File: src/rtl/regfile_dump_reader_if.sv
// Handshake and regfile read-port bundle for the register dump reader.
// The reader side uses the master modport; the consumer/regfile side uses slave.
interface regfile_dump_reader_if #(
   parameter int ADDR_W = 5,
   parameter int DATA_W = 32
);
   logic              start;
   logic              abort;
   logic [ADDR_W-1:0] rr_addr;
   logic [DATA_W-1:0] rd_data;
   logic              out_valid;
   logic              out_ready;
   logic [DATA_W-1:0] out_data;
   logic [ADDR_W-1:0] out_idx;
   logic              out_last;
   logic              busy;
   logic              done;

   modport master (
      input  start, abort, rd_data, out_ready,
      output rr_addr, out_valid, out_data, out_idx, out_last, busy, done
   );

   modport slave (
      output start, abort, rd_data, out_ready,
      input  rr_addr, out_valid, out_data, out_idx, out_last, busy, done
   );
endinterface

File: src/rtl/regfile_dump_reader.sv
// Walks the register file read port and streams (index, data) words out.
// One WAIT cycle per index lets the regfile settle rd1 at the negedge.
module regfile_dump_reader #(
   parameter int NUM_REGS = 32,
   parameter int ADDR_W   = 5,
   parameter int DATA_W   = 32,
   parameter int SKIP_X0  = 0
) (
   input  logic                   clk,
   input  logic                   rst_n,
   regfile_dump_reader_if.master  bus
);

   typedef enum logic [1:0] {
      S_IDLE,
      S_WAIT,
      S_SEND,
      S_DONE
   } state_e;

   localparam logic [ADDR_W-1:0] FIRST =
      (SKIP_X0 != 0) ? ADDR_W'(1) : '0;
   localparam logic [ADDR_W-1:0] LAST = ADDR_W'(NUM_REGS - 1);

   state_e            state_q, state_d;
   logic [ADDR_W-1:0] idx_q, idx_d;
   logic [ADDR_W-1:0] rr_addr_q, rr_addr_d;
   logic              out_valid_q, out_valid_d;
   logic [DATA_W-1:0] out_data_q, out_data_d;
   logic [ADDR_W-1:0] out_idx_q, out_idx_d;
   logic              out_last_q, out_last_d;
   logic              done_q, done_d;
   logic              accept;

   assign accept = out_valid_q && bus.out_ready;

   // State register
   always_ff @(posedge clk or negedge rst_n) begin
      if (!rst_n) state_q <= S_IDLE;
      else        state_q <= state_d;
   end

   // Next-state: abort beats everything, start only counts in IDLE
   always_comb begin
      state_d = state_q;
      unique case (state_q)
         S_IDLE: if (bus.start && !bus.abort) state_d = S_WAIT;
         S_WAIT: state_d = bus.abort ? S_IDLE : S_SEND;
         S_SEND: begin
            if (bus.abort)       state_d = S_IDLE;
            else if (accept)     state_d = out_last_q ? S_DONE : S_WAIT;
         end
         S_DONE: state_d = S_IDLE;
         default: state_d = S_IDLE;
      endcase
   end

   // Output/datapath next values; word held stable while SEND waits
   always_comb begin
      idx_d       = idx_q;
      rr_addr_d   = rr_addr_q;
      out_valid_d = out_valid_q;
      out_data_d  = out_data_q;
      out_idx_d   = out_idx_q;
      out_last_d  = out_last_q;
      done_d      = 1'b0;
      unique case (state_q)
         S_IDLE: begin
            if (bus.start && !bus.abort) begin
               idx_d     = FIRST;
               rr_addr_d = FIRST;
            end
         end
         S_WAIT: begin
            if (bus.abort) begin
               out_valid_d = 1'b0;
               out_last_d  = 1'b0;
            end else begin
               out_data_d  = bus.rd_data;
               out_idx_d   = idx_q;
               out_last_d  = (idx_q == LAST);
               out_valid_d = 1'b1;
            end
         end
         S_SEND: begin
            if (bus.abort) begin
               out_valid_d = 1'b0;
               out_last_d  = 1'b0;
            end else if (accept && !out_last_q) begin
               out_valid_d = 1'b0;
               idx_d       = idx_q + ADDR_W'(1);
               rr_addr_d   = idx_q + ADDR_W'(1);
            end else if (accept) begin
               out_valid_d = 1'b0;
               out_last_d  = 1'b0;
               done_d      = 1'b1;
            end
         end
         S_DONE: begin
            out_valid_d = 1'b0;
            out_last_d  = 1'b0;
         end
         default: begin
            out_valid_d = 1'b0;
            out_last_d  = 1'b0;
         end
      endcase
   end

   // Datapath registers
   always_ff @(posedge clk or negedge rst_n) begin
      if (!rst_n) begin
         idx_q       <= '0;
         rr_addr_q   <= '0;
         out_valid_q <= 1'b0;
         out_data_q  <= '0;
         out_idx_q   <= '0;
         out_last_q  <= 1'b0;
         done_q      <= 1'b0;
      end else begin
         idx_q       <= idx_d;
         rr_addr_q   <= rr_addr_d;
         out_valid_q <= out_valid_d;
         out_data_q  <= out_data_d;
         out_idx_q   <= out_idx_d;
         out_last_q  <= out_last_d;
         done_q      <= done_d;
      end
   end

   assign bus.rr_addr   = rr_addr_q;
   assign bus.out_valid = out_valid_q;
   assign bus.out_data  = out_data_q;
   assign bus.out_idx   = out_idx_q;
   assign bus.out_last  = out_last_q;
   assign bus.done      = done_q;
   assign bus.busy      = (state_q != S_IDLE);

endmodule
File: src/flat_wrapper.sv
// flat-port wrapper written by rule: the top's interface ports become plain ports
module regfile_dump_reader_flat 
#(
   parameter int NUM_REGS = 32,
   parameter int ADDR_W   = 5,
   parameter int DATA_W   = 32,
   parameter int SKIP_X0  = 0
)
  (clk, rst_n, bus_start, bus_abort, bus_rd_data, bus_out_ready, bus_rr_addr, bus_out_valid, bus_out_data, bus_out_idx, bus_out_last, bus_busy, bus_done);
  regfile_dump_reader_if #(.ADDR_W(ADDR_W), .DATA_W(DATA_W)) bus_i ();
  input  logic clk;
  input  logic rst_n;
  input wire logic [$bits(bus_i.start)-1:0] bus_start;
  input wire logic [$bits(bus_i.abort)-1:0] bus_abort;
  input wire logic [$bits(bus_i.rd_data)-1:0] bus_rd_data;
  input wire logic [$bits(bus_i.out_ready)-1:0] bus_out_ready;
  output wire logic [$bits(bus_i.rr_addr)-1:0] bus_rr_addr;
  output wire logic [$bits(bus_i.out_valid)-1:0] bus_out_valid;
  output wire logic [$bits(bus_i.out_data)-1:0] bus_out_data;
  output wire logic [$bits(bus_i.out_idx)-1:0] bus_out_idx;
  output wire logic [$bits(bus_i.out_last)-1:0] bus_out_last;
  output wire logic [$bits(bus_i.busy)-1:0] bus_busy;
  output wire logic [$bits(bus_i.done)-1:0] bus_done;
  assign bus_i.start = bus_start;
  assign bus_i.abort = bus_abort;
  assign bus_i.rd_data = bus_rd_data;
  assign bus_i.out_ready = bus_out_ready;
  assign bus_rr_addr = bus_i.rr_addr;
  assign bus_out_valid = bus_i.out_valid;
  assign bus_out_data = bus_i.out_data;
  assign bus_out_idx = bus_i.out_idx;
  assign bus_out_last = bus_i.out_last;
  assign bus_busy = bus_i.busy;
  assign bus_done = bus_i.done;
  regfile_dump_reader #(.NUM_REGS(NUM_REGS), .ADDR_W(ADDR_W), .DATA_W(DATA_W), .SKIP_X0(SKIP_X0)) u_core (.clk(clk), .rst_n(rst_n), .bus(bus_i));
endmodule
File: config.mk
export PLATFORM = sky130hd
export DESIGN_NAME = regfile_dump_reader_flat
export DESIGN_NICKNAME = d
export VERILOG_FILES = /design/src/rtl/regfile_dump_reader_if.sv /design/src/rtl/regfile_dump_reader.sv /design/src/flat_wrapper.sv
export SDC_FILE = /design/constraint.sdc
export NUM_CORES = 1
export LEC_CHECK = 0
export CORE_MARGIN = 2
export CORE_UTILIZATION = 65
export CTS_BUF_LIST = sky130_fd_sc_hd__clkbuf_8
export DETAILED_ROUTE_END_ITERATION = 8
export DONT_BUFFER_PORTS = 1
export GPL_TIMING_DRIVEN = 0
export MAX_ROUTING_LAYER = met4
export PLACE_DENSITY = 0.81
export SLEW_MARGIN = 20
export SYNTH_ARGS = -nofsm -noshare
export SYNTH_HDL_FRONTEND = slang
export SYNTH_SLANG_ARGS = --single-unit
File: constraint.sdc
create_clock -name clk -period 2.4 [get_ports clk]
set_clock_uncertainty 0.2 [all_clocks]
set_input_delay 0.48 -clock clk [delete_from_list [all_inputs] [get_ports clk]]
set_output_delay 0.48 -clock clk [all_outputs]
set_load 0.005 [all_outputs]
== After elaboration in Yosys (flattened, before gate mapping) ==
Index checks and enable logic that the tools add are counted.
W data, S select, Z words.
Storage, ports and cells
  register bits after elaboration: 47
  input port bits: 37
  output and inout bits: 46
  logic and storage cells: 56
Operators by class
  add/subtract/negate cells: 1
  equal/unequal tests: 10
  mux-type cells: 23
  bitwise gates (word level): 1
  reduce and logical (&&, ||, !) cells: 14
Operator list (number)
  $mux W5: 3
  $mux W1: 11
  $mux W2: 5
  $pmux W5 S2: 1
  $pmux W2 S4: 1
  $pmux W1 S3: 2
  $reduce_and A2 Y1: 3
  $add A5 B1 Y5 const B: 1
  $eq A5 B5 Y1 const B: 1
  $eq A2 B2 Y1 const B: 2
  $ne A2 B1 Y1 const B: 2
  $ne A4 B2 Y1 const B: 1
  $reduce_and A4 Y1: 1
  $reduce_bool A2 Y1: 2
  $logic_and A1 B1 Y1: 3
  $ne A3 B2 Y1 const B: 1
  $ne A3 B3 Y1 const B: 1
  $reduce_and A3 Y1: 1
  $reduce_bool A3 Y1: 1
  $eq A2 B1 Y1 const B: 1
  $logic_not A1 Y1: 2
  $logic_not A2 Y1: 1
  $ne A2 B2 Y1 const B: 1
  $not A1 Y1: 1

== Logic depth before layout (Yosys ltp) ==
  depth after elaboration: 5
  gate-level depth with buffers: 5
  mapped depth without buffers: 4

== Least setup slack after synthesis ==
No wires, ideal clock.
  path type: reg-to-reg
  start: register u_core.out_last_q, in the netlist u_core.bus.out_last
  end: register u_core.idx_q[0]
  setup time: 0.125 ns
  arrival: 1.286 ns
  required time: 2.075 ns
  setup slack: 0.789 ns
  stages on the path, launching flop included: 4
  buffers on the path: 0
  cell sequence: dfrtp_1 -> nand3b_4 -> a2111o_1 -> mux2_4
On the way
  cells in the longest elaborated chain, start to end: 4
Ends and longest elaborated chain
  start, declared: RTL line regfile_dump_reader.sv:31  | logic out_last_q, out_last_d;
  start signal, assigned: RTL line regfile_dump_reader.sv:126  | out_last_q <= out_last_d;
  $logic_not A1 Y1: RTL line regfile_dump_reader.sv:89  | end else if (accept && !out_last_q) begin
  $logic_and A1 B1 Y1: RTL line regfile_dump_reader.sv:89
  $ne A2 B1 Y1 (no source line)
  $reduce_and A4 Y1 (no source line)
  end signal, assigned: RTL line regfile_dump_reader.sv:121  | idx_q <= idx_d;
  end, declared: RTL line regfile_dump_reader.sv:26  | logic [ADDR_W-1:0] idx_q, idx_d;
No other way between the ends.
A chain may end at the register's enable or synchronous reset.

== Final worst setup path ==
  start: register u_core.state_q[1]
  end: output port bus_busy
On the way
  cells in the longest elaborated chain, start to end: 1
Ends and longest elaborated chain
  start, declared: RTL line regfile_dump_reader.sv:25  | state_e state_q, state_d;
  start signal, assigned: RTL line regfile_dump_reader.sv:40  | else state_q <= state_d;
  $reduce_bool A2 Y1: RTL line regfile_dump_reader.sv:137  | assign bus.busy = (state_q != S_IDLE);
  end, declared: RTL line flat_wrapper.sv:22  | output wire logic [$bits(bus_i.busy)-1:0] bus_busy;
No other way between the ends.

==> impl_metrics.json <==
{
  "outcome": "complete, no violations",
  "period_needed_ps": 1840,
  "synth_warnings": 0,
  "die_w_um": 58.1,
  "start_util_pct": 68.5,
  "path_max_fanout": 10,
  "grt_max_degree": 48,
  "vdd_ir_drop_max_v": 0.000839,
  "synth_area_um2": 1900,
  "antenna_found_initial": 0,
  "period_share_pct": 76.6,
  "final_util_pct": 75.0,
  "dr.pass1.iters": 4,
  "yosys.area_share.simple_pct": 8.08,
  "synth_cell_types": 28,
  "ys_seq_area_share_pct": 61.8,
  "syn_nets": 168,
  "synthMuxAreaShare_pct": 22.7,
  "crit_arrival_ps": 1160,
  "synth_edf_count": 0,
  "r2r_cells": 5,
  "hold_viol": 0,
  "portBuffers": 0,
  "grt_pass1_wl_um": 5280,
  "relSlewSlack_pct": 76.7,
  "nets": 177,
  "max-cap-violations": 0,
  "fmax_mhz": 544,
  "power_density_nw_per_um2": 952,
  "insertion_delay_ps": 290,
  "async_flop_share_pct": 100,
  "routed_wl_um": 3430,
  "setup_viol": 0,
  "grt_usage_pct": 22.1,
  "wl_per_cell_um": 20.3,
  "cellLeakagePower_nw": 0.944,
  "vias": 1091,
  "startpoint": "u_core.state_q[1]",
  "fin_setup_tns_ps": 0,
  "htree_levels": 2,
  "avgSynthCellArea_um2": 14.8,
  "yosys.area_share.adder_pct": 1.31,
  "io_pins": 83,
  "cpPeakStageDelay_ps": 400,
  "synth_compound_area_share_pct": 4.20,
  "end_kind": "primary output",
  "antenna_left": 0,
  "fillers": 195,
  "cts_root_buf": "clkbuf_8",
  "grt-ovfl-total": 0,
  "timing.rr.start": "u_core.state_q[0]",
  "dieArea_um2": 3380,
  "slew_viol_final": 0,
  "cts_buffers": 5,
  "critPathTopFamily": "flip-flops",
  "final_common_cell": "dfrtp_1",
  "rows": 19,
  "synth_top_family_by_area": "multiplexers",
  "critPathKind": "flop to primary output",
  "crit_chain": "buf_2 > or2_2",
  "drcViolationCount": 0,
  "synth-xor-area-share_pct": 0,
  "worst_pin_slew_ps": 348,
  "min-delay-start": "bus_abort",
  "grt_pass1_vias": 1115,
  "drive_above_1_share_pct": 40.6,
  "cp.required_ps": 1720,
  "core-area_um2": 2780,
  "synth_ff_type": "dfrtp_1",
  "cp.depth": 2,
  "layout_common_cells": "dfrtp_1, mux2_2, nand3_1, clkbuf_8",
  "routed_via_density": 6.46,
  "cts_sinks": 47,
  "rsz0062_at_grt": "no",
  "synth-seq-cells": 47,
  "cts.path.max_buffers": 2,
  "hold_class": "input port to flop",
  "holdPathStages": 1,
  "area_delta_synth_final_pct": 9.59,
  "die_y_um": 58.1,
  "syn_inst": 129,
  "p_total_mw": 1.99,
  "cp_num_buf_inv": 1,
  "critPathSlowestCell": "dfrtp_1",
  "diodes": 0,
  "drt_iter0_drc": 35,
  "clkSlewWorstSetupHoldPaths_ps": 80,
  "gp_congestion": 0.794,
  "cts_tree": "done",
  "startpoint_type": "flop",
  "post-dp-hpwl_um": 2500
}
[cell type report]
cell class,count,area (µm²),area share (%)
Clock buffer,5,68.8,3.30
Inverter,1,3.75,0.180
Sequential cell,47,1180,56.4
Tap cell,31,38.8,1.86
Timing Repair Buffer,2,37.5,1.80
Multi-Input combinational cell,76,691,33.1
Clock inverter,2,37.5,1.80
Buffer,5,33.8,1.62
[power breakdown]
part	total (mW)	switching, mW	internal (mW)
clock	0.547	0.243	0.304
combinational	0.280	0.105	0.176
sequential	1.16	0.168	0.991
[cell families after synthesis]
group	after synthesis
buf+inv	6
fa+ha+maj	2
flops	47
simple gates	25
compound gates	11
mux	38
[state kept, by name, indices dropped and copies added, names as in the netlist]
signal / flops
u_core.bus.done: 1
u_core.bus.out_data: 32
u_core.bus.out_idx: 5
u_core.bus.out_last: 1
u_core.bus.out_valid: 1
u_core.idx_q: 5
u_core.state_q: 2
[cell usage after synthesis, types with 2 or more instances]
cell | n | area, µm²
dfrtp_1 | 47 | 1180
nand2b_1 | 2 | 12.5
o21ai_0 | 2 | 10.0
nor2_1 | 4 | 15.0
buf_2 | 3 | 15.0
mux2_2 | 37 | 417
nand2_1 | 4 | 15.0
a22o_1 | 2 | 17.5
and3_1 | 2 | 12.5
ha_1 | 2 | 25.0
a21oi_1 | 3 | 15.0
nand3_1 | 5 | 25.0
[metrics by stage]
| step | cell area (µm²) | setup slack [ps] | hold WS, ps | cells |
|---|---|---|---|---|
| global route | 2090 | 512 | 20.6 | 169 |
| CTS | 2090 | 559 | 28.9 | 169 |
| global placement | 1940 | 696 | -14.7 | 160 |
| detailed placement | 1940 | 635 | -14.6 | 160 |
| finish | 2090 | 561 | 37.8 | 169 |
| floorplan | 1900 | 789 | -15.6 | 129 |
[timing repair]
item                      4_1_cts  5_1_grt
setup buffers                   0        0
gates resized for setup         0        0
hold buffers                    2        0
hold endpoints to repair       47        0
[path summary, 6_finish.rpt]
check	slack (ps)	to
min in group asynchronous	490	u_core.bus.out_data[13]
hold reg to reg	340	u_core.bus.out_data[5]
setup reg to reg	610	u_core.bus.out_data[16]
hold / removal	40	u_core.state_q[1]
max in group asynchronous	1310	u_core.idx_q[0]
setup / recovery	560	bus_busy
[worst reg2reg max path, delay by kind of cell, from the launching register on]
family	cells	cell delay [ps]
buffers and inverters	2	380
DFF	1	470
muxes	1	360
and+or+nand+nor	2	270
[metal layers]
metal	global-route usage, %	up-vias	wire (µm)
li1	-	477	-
met1	25.3	549	1260
met2	36.9	61	1830
met3	8.04	4	316
met4	5.98	0	20
met5	-	-	0
No activity file was read; power rests on OpenSTA's default activity.
